[src/rtl/i2c_reg_pkg.sv]
// rtl/i2c_reg_pkg.sv - shared widths, commit FSM states and staging entry type for i2c_reg_bank
package i2c_reg_pkg;
    localparam int ADDR_W = 8;
    localparam int DATA_W = 8;
    localparam int LEN_W  = 9;

    typedef enum logic {
        ST_IDLE   = 1'b0,
        ST_COMMIT = 1'b1
    } commit_state_t;

    typedef struct packed {
        logic [ADDR_W-1:0] addr;
        logic [DATA_W-1:0] data;
    } stage_entry_t;
endpackage

[src/rtl/i2c_reg_stage_fifo.sv]
// rtl/i2c_reg_stage_fifo.sv - synchronous staging FIFO with simultaneous push/pop and occupancy
module i2c_reg_stage_fifo
    import i2c_reg_pkg::*;
#(
    parameter int DEPTH = 8
) (
    input  logic                       i_clk,
    input  logic                       i_rst,
    input  logic                       i_push,
    input  stage_entry_t               i_wdata,
    input  logic                       i_pop,
    output stage_entry_t               o_rdata,
    output logic                       o_full,
    output logic                       o_empty,
    output logic [$clog2(DEPTH):0]     o_count
);
    localparam int AW = $clog2(DEPTH);

    stage_entry_t   r_mem [DEPTH];
    logic [AW-1:0]  r_wp;
    logic [AW-1:0]  r_rp;
    logic [AW:0]    r_count;
    logic           w_do_push;
    logic           w_do_pop;

    assign o_full    = (r_count == (AW+1)'(DEPTH));
    assign o_empty   = (r_count == '0);
    assign o_count   = r_count;
    assign o_rdata   = r_mem[r_rp];
    assign w_do_push = i_push && !o_full;
    assign w_do_pop  = i_pop && !o_empty;

    always_ff @(posedge i_clk) begin
        if (w_do_push) r_mem[r_wp] <= i_wdata;
    end

    always_ff @(posedge i_clk) begin
        if (i_rst) begin
            r_wp    <= '0;
            r_rp    <= '0;
            r_count <= '0;
        end else begin
            if (w_do_push) r_wp <= r_wp + 1'b1;
            if (w_do_pop)  r_rp <= r_rp + 1'b1;
            case ({w_do_push, w_do_pop})
                2'b10:   r_count <= r_count + 1'b1;
                2'b01:   r_count <= r_count - 1'b1;
                default: r_count <= r_count;
            endcase
        end
    end
endmodule

[src/rtl/i2c_reg_bank.sv]
// rtl/i2c_reg_bank.sv - I2C slave register bank; I2C_REG_BANK_STAGE_EN enables atomic staged commit
module i2c_reg_bank
    import i2c_reg_pkg::*;
#(
    parameter int          DEPTH       = 32,
    parameter int          STAGE_DEPTH = 8,
    parameter logic [7:0]  RST_VAL     = 8'h00
) (
    input  logic                 i_sclk,
    input  logic                 i_rst,
    input  logic                 i_wr_de,
    input  logic [ADDR_W-1:0]    i_wr_addr,
    input  logic [DATA_W-1:0]    i_wr_data,
    input  logic                 i_wr_done,
    input  logic [LEN_W-1:0]     i_wr_length,
    input  logic                 i_rd_de,
    input  logic [ADDR_W-1:0]    i_rd_addr,
    output logic [DATA_W-1:0]    o_rd_data,
    output logic [DEPTH*8-1:0]   o_regs,
    output logic                 o_commit,
    output logic                 o_wr_err,
    output logic                 o_len_mismatch
);
    logic [DATA_W-1:0]  r_regs [DEPTH];
    logic [LEN_W-1:0]   r_cnt;
    logic               r_commit;
    logic               r_len_mis;
    logic               r_wr_err;
    logic [DATA_W-1:0]  r_rd_data;
    logic [DATA_W-1:0]  w_rd_val;
    logic               w_wr_in_range;
    logic               w_mis_now;
    logic               w_accept;
    logic               w_we;
    logic [ADDR_W-1:0]  w_waddr;
    logic [DATA_W-1:0]  w_wdata;
    logic               w_err;
    logic               w_fire;
    logic               w_fire_mis;

    assign w_wr_in_range = ({1'b0, i_wr_addr} < 9'(DEPTH));
    assign w_mis_now     = (i_wr_length != r_cnt);

`ifdef I2C_REG_BANK_STAGE_EN
    localparam int CNT_W = $clog2(STAGE_DEPTH) + 1;

    commit_state_t  r_state;
    commit_state_t  w_state_nxt;
    logic [CNT_W-1:0] r_left;
    logic           r_done_pend;
    logic           r_mis_pend;
    logic           r_mis_cur;
    logic           w_full;
    logic           w_empty;
    logic [CNT_W-1:0] w_count;
    logic [CNT_W-1:0] w_occ;
    logic           w_push_ok;
    logic           w_pop;
    logic           w_done_evt;
    logic           w_mis_sel;
    stage_entry_t   w_head;

    assign w_push_ok  = i_wr_de && w_wr_in_range && !w_full;
    assign w_occ      = w_count + CNT_W'(w_push_ok);
    assign w_done_evt = i_wr_done || r_done_pend;
    assign w_mis_sel  = r_done_pend ? r_mis_pend : w_mis_now;
    assign w_accept   = w_push_ok;
    assign w_err      = i_wr_de && (!w_wr_in_range || w_full);
    assign w_we       = w_pop;
    assign w_waddr    = w_head.addr;
    assign w_wdata    = w_head.data;

    i2c_reg_stage_fifo #(.DEPTH(STAGE_DEPTH)) u_stage_fifo (
        .i_clk   (i_sclk),
        .i_rst   (i_rst),
        .i_push  (w_push_ok),
        .i_wdata ({i_wr_addr, i_wr_data}),
        .i_pop   (w_pop),
        .o_rdata (w_head),
        .o_full  (w_full),
        .o_empty (w_empty),
        .o_count (w_count)
    );

    always_comb begin
        w_state_nxt = r_state;
        w_pop       = 1'b0;
        w_fire      = 1'b0;
        w_fire_mis  = 1'b0;
        case (r_state)
            ST_IDLE: begin
                if (w_done_evt) begin
                    if (w_occ != '0) begin
                        w_state_nxt = ST_COMMIT;
                    end else begin
                        w_fire     = 1'b1;
                        w_fire_mis = w_mis_sel;
                    end
                end
            end
            ST_COMMIT: begin
                w_pop = !w_empty;
                if (r_left == CNT_W'(1)) begin
                    w_fire      = 1'b1;
                    w_fire_mis  = r_mis_cur;
                    w_state_nxt = ST_IDLE;
                end
            end
            default: w_state_nxt = ST_IDLE;
        endcase
    end

    // A done arriving while busy (or while a pending one is being consumed) waits its turn.
    always_ff @(posedge i_sclk) begin
        if (i_rst) begin
            r_state     <= ST_IDLE;
            r_left      <= '0;
            r_done_pend <= 1'b0;
            r_mis_pend  <= 1'b0;
            r_mis_cur   <= 1'b0;
        end else begin
            r_state <= w_state_nxt;
            if (r_state == ST_IDLE && w_done_evt) begin
                r_left    <= w_occ;
                r_mis_cur <= w_mis_sel;
            end else if (r_state == ST_COMMIT) begin
                r_left <= r_left - 1'b1;
            end
            if (i_wr_done && (r_state == ST_COMMIT || r_done_pend)) begin
                r_done_pend <= 1'b1;
                r_mis_pend  <= w_mis_now;
            end else if (r_state == ST_IDLE) begin
                r_done_pend <= 1'b0;
            end
        end
    end
`else
    assign w_accept   = i_wr_de && w_wr_in_range;
    assign w_err      = i_wr_de && !w_wr_in_range;
    assign w_we       = w_accept;
    assign w_waddr    = i_wr_addr;
    assign w_wdata    = i_wr_data;
    assign w_fire     = i_wr_done;
    assign w_fire_mis = i_wr_done && w_mis_now;
`endif

    always_comb begin
        w_rd_val = '0;
        for (int n = 0; n < DEPTH; n++) begin
            if (i_rd_addr == 8'(n)) w_rd_val = r_regs[n];
        end
    end

    always_ff @(posedge i_sclk) begin
        if (i_rst) begin
            for (int n = 0; n < DEPTH; n++) r_regs[n] <= RST_VAL;
            r_cnt     <= '0;
            r_commit  <= 1'b0;
            r_len_mis <= 1'b0;
            r_wr_err  <= 1'b0;
            r_rd_data <= '0;
        end else begin
            for (int n = 0; n < DEPTH; n++) begin
                if (w_we && w_waddr == 8'(n)) r_regs[n] <= w_wdata;
            end
            // A byte coinciding with done opens the next transaction.
            if (i_wr_done)
                r_cnt <= w_accept ? LEN_W'(1) : '0;
            else if (w_accept && r_cnt != '1)
                r_cnt <= r_cnt + 1'b1;
            r_commit  <= w_fire;
            r_len_mis <= w_fire_mis;
            r_wr_err  <= w_err;
            if (i_rd_de) r_rd_data <= w_rd_val;
        end
    end

    for (genvar g = 0; g < DEPTH; g++) begin : g_regs
        assign o_regs[8*g +: 8] = r_regs[g];
    end

    assign o_rd_data      = r_rd_data;
    assign o_commit       = r_commit;
    assign o_wr_err       = r_wr_err;
    assign o_len_mismatch = r_len_mis;
endmodule

[config.mk]
export PLATFORM = sky130hd
export DESIGN_NAME = i2c_reg_bank
export DESIGN_NICKNAME = d
export VERILOG_FILES = /design/src/rtl/i2c_reg_pkg.sv /design/src/rtl/i2c_reg_stage_fifo.sv /design/src/rtl/i2c_reg_bank.sv
export SDC_FILE = /design/constraint.sdc
export NUM_CORES = 1
export LEC_CHECK = 0
export CAP_MARGIN = 20
export CORE_MARGIN = 5
export CORE_UTILIZATION = 50
export CTS_CLUSTER_SIZE = 10
export DETAILED_ROUTE_END_ITERATION = 7
export GPL_TIMING_DRIVEN = 0
export PLACE_DENSITY = 0.83
export SKIP_CTS_REPAIR_TIMING = 1
export SYNTH_ARGS = -nofsm -noshare
export SYNTH_HDL_FRONTEND = slang
export SYNTH_SLANG_ARGS = --single-unit
export TNS_END_PERCENT = 10
[constraint.sdc]
create_clock -name i_sclk -period 2.79 [get_ports i_sclk]
set_input_delay 0.4185 -clock i_sclk [delete_from_list [all_inputs] [get_ports i_sclk]]
set_output_delay 0.4185 -clock i_sclk [all_outputs]
set_load 0.03 [all_outputs]
==> metrics.md, run 1 <==
| Metric | Value |
|---|---|
| Status | finished, violations left |
| Failing checks | negative setup slack |
| Netlist cell types | between 60 and 70 |
| Total Power | about 0.011 W |
| Die X | roughly 170 um |
| Worst Skew | between 0.02 and 0.025 ns |
| Crit path DAT | between 3 and 4 ns |
| CTS Root Cell | clkbuf_16 |
| Skew-Pair Late Insertion Delay | 0.52 ns |
| Average cell area after synthesis | 11.6 um2 |
| Slew @ Worst Pin | 0.979 ns |
| Final Cell Area | 17300 um2 |
| Hold WS | about 0.53 ns |
| Most frequent cells in the layout | clkdlybuf4s50_1, edfxtp_1, nor2_1, nand2_1, o21ai_0 |
| Worst Setup End Kind | register |
| Final RePlAce weighted congestion | a little over 1 |
| Drc violations | 0 |
| Seq cells post-synth | 276 |
| Crit path max fanout | 10 |
| Crit path required time | approximately 3.2 ns |
| Peak VDD IR | 0.544 mV |
| Hold WC Path Type | reg -> reg |
| Filler cells | between 1500 and 2000 |
| First-pass GRT wire length | between 80 and 90 mm |
| DR WL/cell | ~33 um |
| Met2 WL post-DR | between 20 and 30 mm |
| WL met3 | around 8.2 mm |
| Reg2reg start | r_regs[1][124] |
| Period utilization | 104% |
| Most common cell after layout, fill and taps aside | clkdlybuf4s50_1 |
| Net count, final | about 1500 |
| Lkg Pwr | a little over 6 nW |
| Synthesis Warnings | 0 |
| CP peak stage delay | between 0.5 and 0.6 ns |
| Port buffer count | between 300 and 400 |
| Mapped cell area | ~13000 um2 |
| H-Tree Depth | 2 |
| Gr usage total | 39.4% |
| Initial antenna violation count | 1 |
| Row cnt | 58 |
| Power Dens Cells | 627 nW/um2 |
| Crit path buffers/inverters | 4 |
| Vias in the first global route | around 12000 |
| Final Hold Violating Endpoints | 0 |
| Most used cell, CP | a21oi_1 |
| Clock sink total | approximately 280 |
| Pre-Repair DR Iteration Count | 5 |
| CTS clk-pin slew, worst paths | roughly 0.060 ns |
| Placed Area | between 15000 and 20000 um2 |
| Fmax achieved | roughly 350 MHz |
| Syn_nets | 1139 |
| Ys flop type | edfxtp_1 |
| Final wirelength | between 50 and 60 mm |
| CTS Buffer Depth | 3 |
| Crit path from | i_rd_addr[1] |
| DP HPWL | 41.9 mm |
| Area of the core region | approximately 25000 um2 |
| Highest routed layer | met5 |
| Slowest CP cell | clkdlybuf4s50_1 |
| Number of synthesized flops with an enable pin | 256 |
| Sequential Area | between 8000 and 9000 um2 |
| Pin count of the biggest net entering global routing | 15 |
| CTS tree | built |
| Area of the multi-input gates | 4380 um2 |
| Diode count | 0 |
| Initial Util | about half |
| CTS Buf Count | 34 |
| Startpoint Class | input port |
| Fin crit period | a little under 3 ns |
| Detailed-route via count | approximately 12000 |
| Area growth syn-to-layout | 36.2% |
| Post-synthesis sequential area ratio | 63.5% |
| IO Count | between 300 and 400 |
| Syn Inst Count | between 1000 and 1500 |
| Aggregate global routing overflow | 0 |
| Setup TNS | -0.259 ns |
| Critical Path, Cell by Cell | clkdlybuf4s50_1 > clkbuf_2 > buf_2 > clkbuf_4 > a21oi_1 > o21ai_0 > a32oi_1 > o21ai_1 > a21oi_1 |
| Via-to-Cell Ratio | 6.71 |
| Initial DRC Count | approximately 2100 |
| Die Area | around 29000 um2 |
| Final setup fails | 6 |
| Slew Limit Headroom | a little over a third |
| Metal1 wirelength | about 21 mm |
| Worst slack, placed | -2.10 ns |
| Post-synthesis async set-or-reset flop share | 0% |
| Max-cap violations | 0 |
| ANT nets after route | 0 |
| Final worst slack | -0.106 ns |
| CP Class | in -> reg |
| Layout cells sized above 1 | under 10% |
| Crit-path leading delay family | buffers and inverters |
| Die Ht | between 150 and 200 um |
| Hold_sp | o_rd_data[3] |
| Final Max Slew Viols | 0 |
## worst reg2reg max path, cell delays in order (launching register included)
cell and delay (ns):
edfxtp_1 0.39, mux4_2 0.50, a22oi_1 0.18, o21ai_0 0.15
and2_1 0.23, a2111oi_0 0.47, a21oi_1 0.12
## Yosys cell counts, types with 8 or more instances
library cell	instances	area share, %
clkbuf_1	51	1.5
o22ai_1	18	0.88
edfxtp_1	256	60
nor2b_1	13	0.64
buf_2	8	0.31
mux2_2	17	1.5
a31oi_1	14	0.69
dfxtp_1	20	3.1
nand3_1	27	1.1
nor3_1	20	0.79
nand2_1	72	2.1
nor2_1	212	6.2
a21o_1	19	1.1
mux4_2	9	1.6
o21ai_0	57	2.2
a221oi_1	8	0.55
inv_1	16	0.47
xor2_1	11	0.76
buf_1	14	0.41
a211oi_1	13	0.77
a21oi_1	46	1.8
nand2b_1	40	2.0
mux2i_1	29	2.3
## logic make-up after synthesis
logic type	after synthesis	share of synthesized area, %
flops	276	63.5
simple gates	425	15.0
xor+xnor	15	1.03
mux	55	5.38
fa+ha+maj	2	0.197
buf+inv	91	2.76
compound gates	235	12.1
## sequential cells by signal, summed over array words and instances (netlist names)
name	cells
o_commit	1
o_len_mismatch	1
o_rd_data	8
o_wr_err	1
r_cnt	9
r_regs	256
## path summary, 6_finish.rpt
| kind | end | slack [ns] | depth (start not counted) |
|---|---|---|---|
| setup reg to reg | o_rd_data[4] | 0.63 | 6 |
| setup / recovery | o_rd_data[4] | -0.11 | 9 |
| hold / removal | o_rd_data[3] | 0.53 | 2 |
| hold reg to reg | o_rd_data[3] | 0.53 | 2 |
## where the power goes
group          total, W  internal, W  switching, W
combinational   0.00188     0.000649       0.00123
sequential      0.00502      0.00480      0.000226
clock           0.00397      0.00231       0.00167
## metrics by stage
stage,util (%),cells
floorplan,-,1099
global placement,64.5,1733
detailed placement,64.6,1735
CTS,68.4,1787
global route,69.1,1784
finish,69.1,1784
## layout make-up
| type | instances | share of cell area [%] |
|---|---|---|
| multi-input combinational | 732 | 25.3 |
| tap | 330 | 2.38 |
| sequential | 276 | 46.6 |
| clock buffer | 47 | 5.37 |
| inverter | 18 | 0.390 |
| buffer | 69 | 2.06 |
| clock inverter | 5 | 0.152 |
| timing repair buffer | 307 | 17.7 |
## routing by layer
metal	track usage, %	vias to the layer above
met2	60.2	1215
met5	0	-
li1	-	4745
met4	18.9	2
met1	52.7	5768
met3	10.9	240
No activity file was read; power rests on OpenSTA's default activity.
==> run 2, diff against run 1 <==
==> constraint.sdc (replaced) <==
create_clock -name i_sclk -period 2.79 [get_ports i_sclk]
set_input_delay 0.558 -clock i_sclk [delete_from_list [all_inputs] [get_ports i_sclk]]
set_output_delay 0.558 -clock i_sclk [all_outputs]
set_load 0.03 [all_outputs]
==> metrics.md, run 2 (synthesized netlist as in run 1, its figures left out) <==
| Metric | Value |
|---|---|
| Status | finished, violations left (unchanged) |
| Failing checks | negative setup slack (unchanged) |
| Final Hold Violating Endpoints | 0 (unchanged) |
| Initial DRC Count | 1963 (was 2062) |
| Lkg Pwr | 6.14 nW (was 6.12 nW) |
| Net count, final | 1480 (was 1478) |
| Initial Util | 50.7% (unchanged) |
| Crit path required time | 2.92 ns (was 3.16 ns) |
| Row cnt | 58 (unchanged) |
| CTS clk-pin slew, worst paths | 0.06 ns (about the same) |
| H-Tree Depth | 2 (unchanged) |
| CTS Buffer Depth | 3 (unchanged) |
| CTS Root Cell | clkbuf_16 (unchanged) |
| CP Class | in -> reg (unchanged) |
| Peak VDD IR | 0.544 mV (about the same) |
| Gr usage total | 39.4% (unchanged) |
| First-pass GRT wire length | 81.8 mm (unchanged) |
| Via-to-Cell Ratio | 6.74 (was 6.71) |
| DP HPWL | 41.9 mm (unchanged) |
| Register with the most flip-flops | r_regs (unchanged) |
| Final wirelength | 58.4 mm (was 58.5 mm) |
| Area of the multi-input gates | 4420 um2 (was 4380 um2) |
| Final Max Slew Viols | 0 (unchanged) |
| Most frequent cells in the layout | clkdlybuf4s50_1, edfxtp_1, nor2_1, nand2_1, o21ai_0 (unchanged) |
| Slew @ Worst Pin | 0.969 ns (was 0.979 ns) |
| Pin count of the biggest net entering global routing | 15 (unchanged) |
| Clock sink total | 276 (unchanged) |
| Port buffer count | 304 (unchanged) |
| DR WL/cell | 32.7 um (was 32.8 um) |
| Aggregate global routing overflow | 0 (unchanged) |
| Drc violations | 0 (unchanged) |
| Detailed-route via count | 12000 (about the same) |
| IO Count | 305 (unchanged) |
| Vias in the first global route | 11700 (unchanged) |
| Area of the core region | 25100 um2 (unchanged) |
| Placed Area | 16200 um2 (unchanged) |
| Max FFs per register | 256 (unchanged) |
| Crit path DAT | 3.05 ns (was 3.27 ns) |
| Final Cell Area | 17400 um2 (was 17300 um2) |
| Die Area | 28800 um2 (unchanged) |
| Utilization after layout | 69.3% (was 69.1%) |
| Slew Limit Headroom | 35.4% (was 34.7%) |
| Final RePlAce weighted congestion | 1.02 (unchanged) |
| Crit path max fanout | 10 (unchanged) |
| Worst Skew | 0.0195 ns (was 0.0230 ns) |
| ANT nets after route | 0 (unchanged) |
| Final setup fails | 56 (was 6) |
| Sequential Area | 8090 um2 (unchanged) |
| Die X | 170 um (unchanged) |
| Most common cell after layout, fill and taps aside | clkdlybuf4s50_1 (unchanged) |
| Fin crit period | 2.92 ns (was 2.90 ns) |
| Max-cap violations | 0 (unchanged) |
| Area growth syn-to-layout | 36.7% (was 36.2%) |
| Final worst slack | -0.129 ns (was -0.106 ns) |
| Startpoint Class | input port (unchanged) |
| Hold WC Path Type | reg -> reg (unchanged) |
| Layout cells sized above 1 | 10.9% (was 9.77%) |
| Worst Setup End Kind | register (unchanged) |
| Power Dens Cells | 625 nW/um2 (was 627 nW/um2) |
| Period utilization | 105% (was 104%) |
| Skew-Pair Late Insertion Delay | 0.51 ns (was 0.52 ns) |
| CTS tree | built (unchanged) |
| Die Ht | 170 um (unchanged) |
| Fmax achieved | 343 MHz (was 345 MHz) |
| Initial antenna violation count | 1 (unchanged) |
| RSZ-0062 raised after global routing | true |
| Diode count | 0 (unchanged) |
| Pre-Repair DR Iteration Count | 5 (unchanged) |
| Filler cells | 1864 (was 1876) |
| CTS Buf Count | 34 (unchanged) |
-- run 2: report_power, final --
group          total [W]  internal (W)  switching [W]
registers        0.00502       0.00479       0.000225
clock network    0.00397       0.00231        0.00166
logic            0.00189      0.000656        0.00123
total             0.0109       0.00776        0.00312
-- run 2: worst max-delay path, cell delays in order --
cell and delay [ns]:
clkdlybuf4s50_1 0.57, clkbuf_2 0.46, clkbuf_2 0.48, clkbuf_1 0.47
a21o_1 0.49
-- run 2: stage by stage --
| stage | TNS (ns) | hold WS [ns] | std cells | setup slack (ns) | power, W |
|---|---|---|---|---|---|
| after floorplan | 0 | 0.483 | 1099 | 0.176 | 0.00594 |
| after global placement | -440.85 | 0.506 | 1733 | -2.32 | 0.00688 |
| after detailed placement | -367.27 | 0.507 | 1735 | -2.24 | 0.00690 |
| after CTS | -134.47 | 0.515 | 1787 | -1.74 | 0.0108 |
| after global routing | -3.22 | 0.542 | 1786 | -0.108 | 0.0111 |
| final | -3.17 | 0.521 | 1786 | -0.129 | 0.0109 |
-- run 2: worst paths after layout --
kind	startpoint	endpoint	slack (ns)	cells past startpoint
worst min register to register	o_rd_data[3]	o_rd_data[3]	0.52	2
worst min-delay path	o_rd_data[3]	o_rd_data[3]	0.52	2
worst max-delay path	i_rst	r_regs[1][73]	-0.13	5
worst max register to register	r_regs[1][27]	o_rd_data[3]	0.66	6
-- run 2: layout make-up --
cell class | count | area share, %
inverter | 18 | 0.410
sequential | 276 | 46.5
clock inverter | 5 | 0.151
clock buffer | 47 | 5.35
timing repair buffer | 309 | 17.8
tap | 330 | 2.37
multi-input combinational | 732 | 25.4
buffer | 69 | 2.13
-- run 2: per-layer routing --
metal,routed length (um),vias up,GRT usage [%]
met3,8250,250,10.9
met1,21000,5826,52.7
met4,3460,2,18.9
met2,25700,1211,60.2
met5,9,-,0
li1,-,4752,-
==> run 3, diff against run 2 <==
- GPL_TIMING_DRIVEN: 0 -> default
- RECOVER_POWER: default -> 50
==> metrics.md, run 3 (synthesized netlist as in run 1, its figures left out) <==
| Metric | Value |
|---|---|
| Status | complete, no violations (was finished, violations left) |
| Crit path max fanout | 12 (was 10) |
| Via-to-Cell Ratio | 6.29 (was 6.74) |
| Crit path DAT | 3.07 ns (was 3.05 ns) |
| Period utilization | 95.1% (was 105%) |
| Pin count of the biggest net entering global routing | 33 (was 15) |
| Max FFs per register | 256 (unchanged) |
| Detailed-route via count | 11800 (was 12000) |
| Internal | 0.00788 W (was 0.00776 W) |
| Placed Area | 17300 um2 (was 16200 um2) |
| Startpoint Class | input port (unchanged) |
| Crit path to | o_rd_data[5] (was r_regs[1][73]) |
| First-pass GRT wire length | 76.8 mm (was 81.8 mm) |
| RR Endpoint | o_rd_data[1] (was o_rd_data[3]) |
| CTS Root Cell | clkbuf_16 (unchanged) |
| Hold WC Path Type | reg -> reg (unchanged) |
| CTS clk-pin slew, worst paths | 0.05 ns (was 0.06 ns) |
| Die X | 170 um (unchanged) |
| Area growth syn-to-layout | 42.5% (was 36.7%) |
| Final setup fails | 0 (was 56) |
| CTS tree | built (unchanged) |
| Initial DRC Count | 1776 (was 1963) |
| ANT nets after route | 0 (unchanged) |
| Net count, final | 1573 (was 1480) |
| Fin crit period | 2.65 ns (was 2.92 ns) |
| Register with the most flip-flops | r_regs (unchanged) |
| Worst Setup End Kind | register (unchanged) |
| Skew-Pair Late Insertion Delay | 0.50 ns (was 0.51 ns) |
| Initial antenna violation count | 1 (unchanged) |
| Fmax achieved | 377 MHz (was 343 MHz) |
| Worst slack, placed | -0.380 ns (was -2.24 ns) |
| Area of the core region | 25100 um2 (unchanged) |
| Clock share of power | 36.8% (was 36.5%) |
| Final Cell Area | 18100 um2 (was 17400 um2) |
| Total Power | 0.0109 W (about the same) |
| R2R cell count | 9 (was 6) |
| Dpl cells | 1827 (was 1735) |
| Peak VDD IR | 0.587 mV (was 0.544 mV) |
| RSZ-0062 raised after global routing | false (was true) |
| Net Sw Frac | 27.5% (was 28.7%) |
| Share of power burned in registers | 46.1% (was 46.2%) |
| Final RePlAce weighted congestion | 1.05 (was 1.02) |
| CP Class | in -> reg (unchanged) |
| Total net switching power | 0.00299 W (was 0.00312 W) |
| Final Hold Violating Endpoints | 0 (unchanged) |
| Slew Limit Headroom | 49.7% (was 35.4%) |
| Final Max Slew Viols | 0 (unchanged) |
| Worst Skew | 0.0160 ns (was 0.0195 ns) |
| Power Dens Cells | 599 nW/um2 (was 625 nW/um2) |
| Aggregate global routing overflow | 0 (unchanged) |
| Slew @ Worst Pin | 0.754 ns (was 0.969 ns) |
| DP HPWL | 40.4 mm (was 41.9 mm) |
| Comb pwr share | 17.2% (was 17.4%) |
| Crit path required time | 3.21 ns (was 2.92 ns) |
| WHS Path Cells | 2 (unchanged) |
| R2r setup slk | 0.66 ns (about the same) |
| Gr usage total | 36.1% (was 39.4%) |
| Row cnt | 58 (unchanged) |
| Pre-Repair DR Iteration Count | 6 (was 5) |
| Filler cells | 1801 (was 1864) |
| Die Ht | 170 um (unchanged) |
| Reg2reg start | r_regs[0][105] (was r_regs[1][27]) |
| Die Area | 28800 um2 (unchanged) |
| CTS Buffer Depth | 3 (unchanged) |
| Most frequent cells in the layout | edfxtp_1, nor2_1, clkdlybuf4s50_1, buf_4, dlygate4sd3_1 (was clkdlybuf4s50_1, edfxtp_1, nor2_1, nand2_1, o21ai_0) |
| Final wirelength | 53.1 mm (was 58.4 mm) |
| CTS Buf Count | 34 (unchanged) |
| Vias in the first global route | 11700 (about the same) |
| Lkg Pwr | 6.63 nW (was 6.14 nW) |
| Max-cap violations | 0 (unchanged) |
| Drc violations | 0 (unchanged) |
| Port buffer count | 304 (unchanged) |
| Most common cell after layout, fill and taps aside | edfxtp_1 (was clkdlybuf4s50_1) |
| H-Tree Depth | 2 (unchanged) |
| IO Count | 305 (unchanged) |
| Final Instance Count excl. Fillers | 1881 (was 1786) |
| DR WL/cell | 28.2 um (was 32.7 um) |
| Crit path from | i_rd_addr[7] (was i_rst) |
| Clock sink total | 276 (unchanged) |
| Setup TNS | 0 ns (was -3.17 ns) |
| Layout cells sized above 1 | 13.9% (was 10.9%) |
| Initial Util | 50.7% (unchanged) |
| Final worst slack | 0.136 ns (was -0.129 ns) |
-- run 3: worst min path at each step --
stage,from,end,slack (ns)
final,r_cnt[8],r_cnt[8],0.53
after global routing,r_cnt[8],r_cnt[8],0.56
after CTS,r_cnt[8],r_cnt[8],0.53
after detailed placement,r_cnt[8],r_cnt[8],0.52
after global placement,o_rd_data[3],o_rd_data[3],0.51
after floorplan,r_cnt[8],r_cnt[8],0.48
-- run 3: worst max-delay path, cell delays in order --
cell and delay (ns):
clkdlybuf4s50_1 0.42, or4b_1 0.61, or3_4 0.39, buf_4 0.20, nor3_1 0.34, a31oi_1 0.07, o21ai_0 0.18, nand3_1 0.11
a31oi_1 0.19
-- run 3: cell type report --
cell class	count	area (um2)	share of cell area, %
Sequential cell	276	8090	44.6
Multi-Input combinational cell	732	4300	23.7
Timing Repair Buffer	471	4280	23.6
Clock buffer	50	975	5.37
Tap cell	330	413	2.28
Inverter	18	67.6	0.372
Clock inverter	3	17.5	0.0966
Antenna cell	1	2.50	0.0138
-- run 3: metal layers --
layer	wire, um	global-route usage, %	vias up	share of wire, %
li1	-	-	4948	-
met1	19100	48.4	5686	36
met2	24400	56.8	1042	46
met3	7180	10.0	164	14
met4	2430	13.6	0	4.6
met5	0	0	-	0
-- run 3: per-stage QoR --
step                      hold slack [ns]  utilization (%)
after floorplan                     0.483                -
after global placement              0.506             68.8
after detailed placement            0.524             68.8
after CTS                           0.531             72.8
after global routing                0.555             72.3
final                               0.527             72.3
-- run 3: power groups by stage --
| stage | Sequential, W | Combinational, W | Clock (W) |
|---|---|---|---|
| 2_1_floorplan | 0.00550 | 0.000442 | 0 |
| 3_3_place_gp | 0.00508 | 0.00187 | 0 |
| 5_1_grt | 0.00502 | 0.00193 | 0.00419 |
| 4_1_cts | 0.00500 | 0.00189 | 0.00401 |
| 6_report | 0.00501 | 0.00187 | 0.00400 |
| 3_5_place_dp | 0.00508 | 0.00188 | 0 |
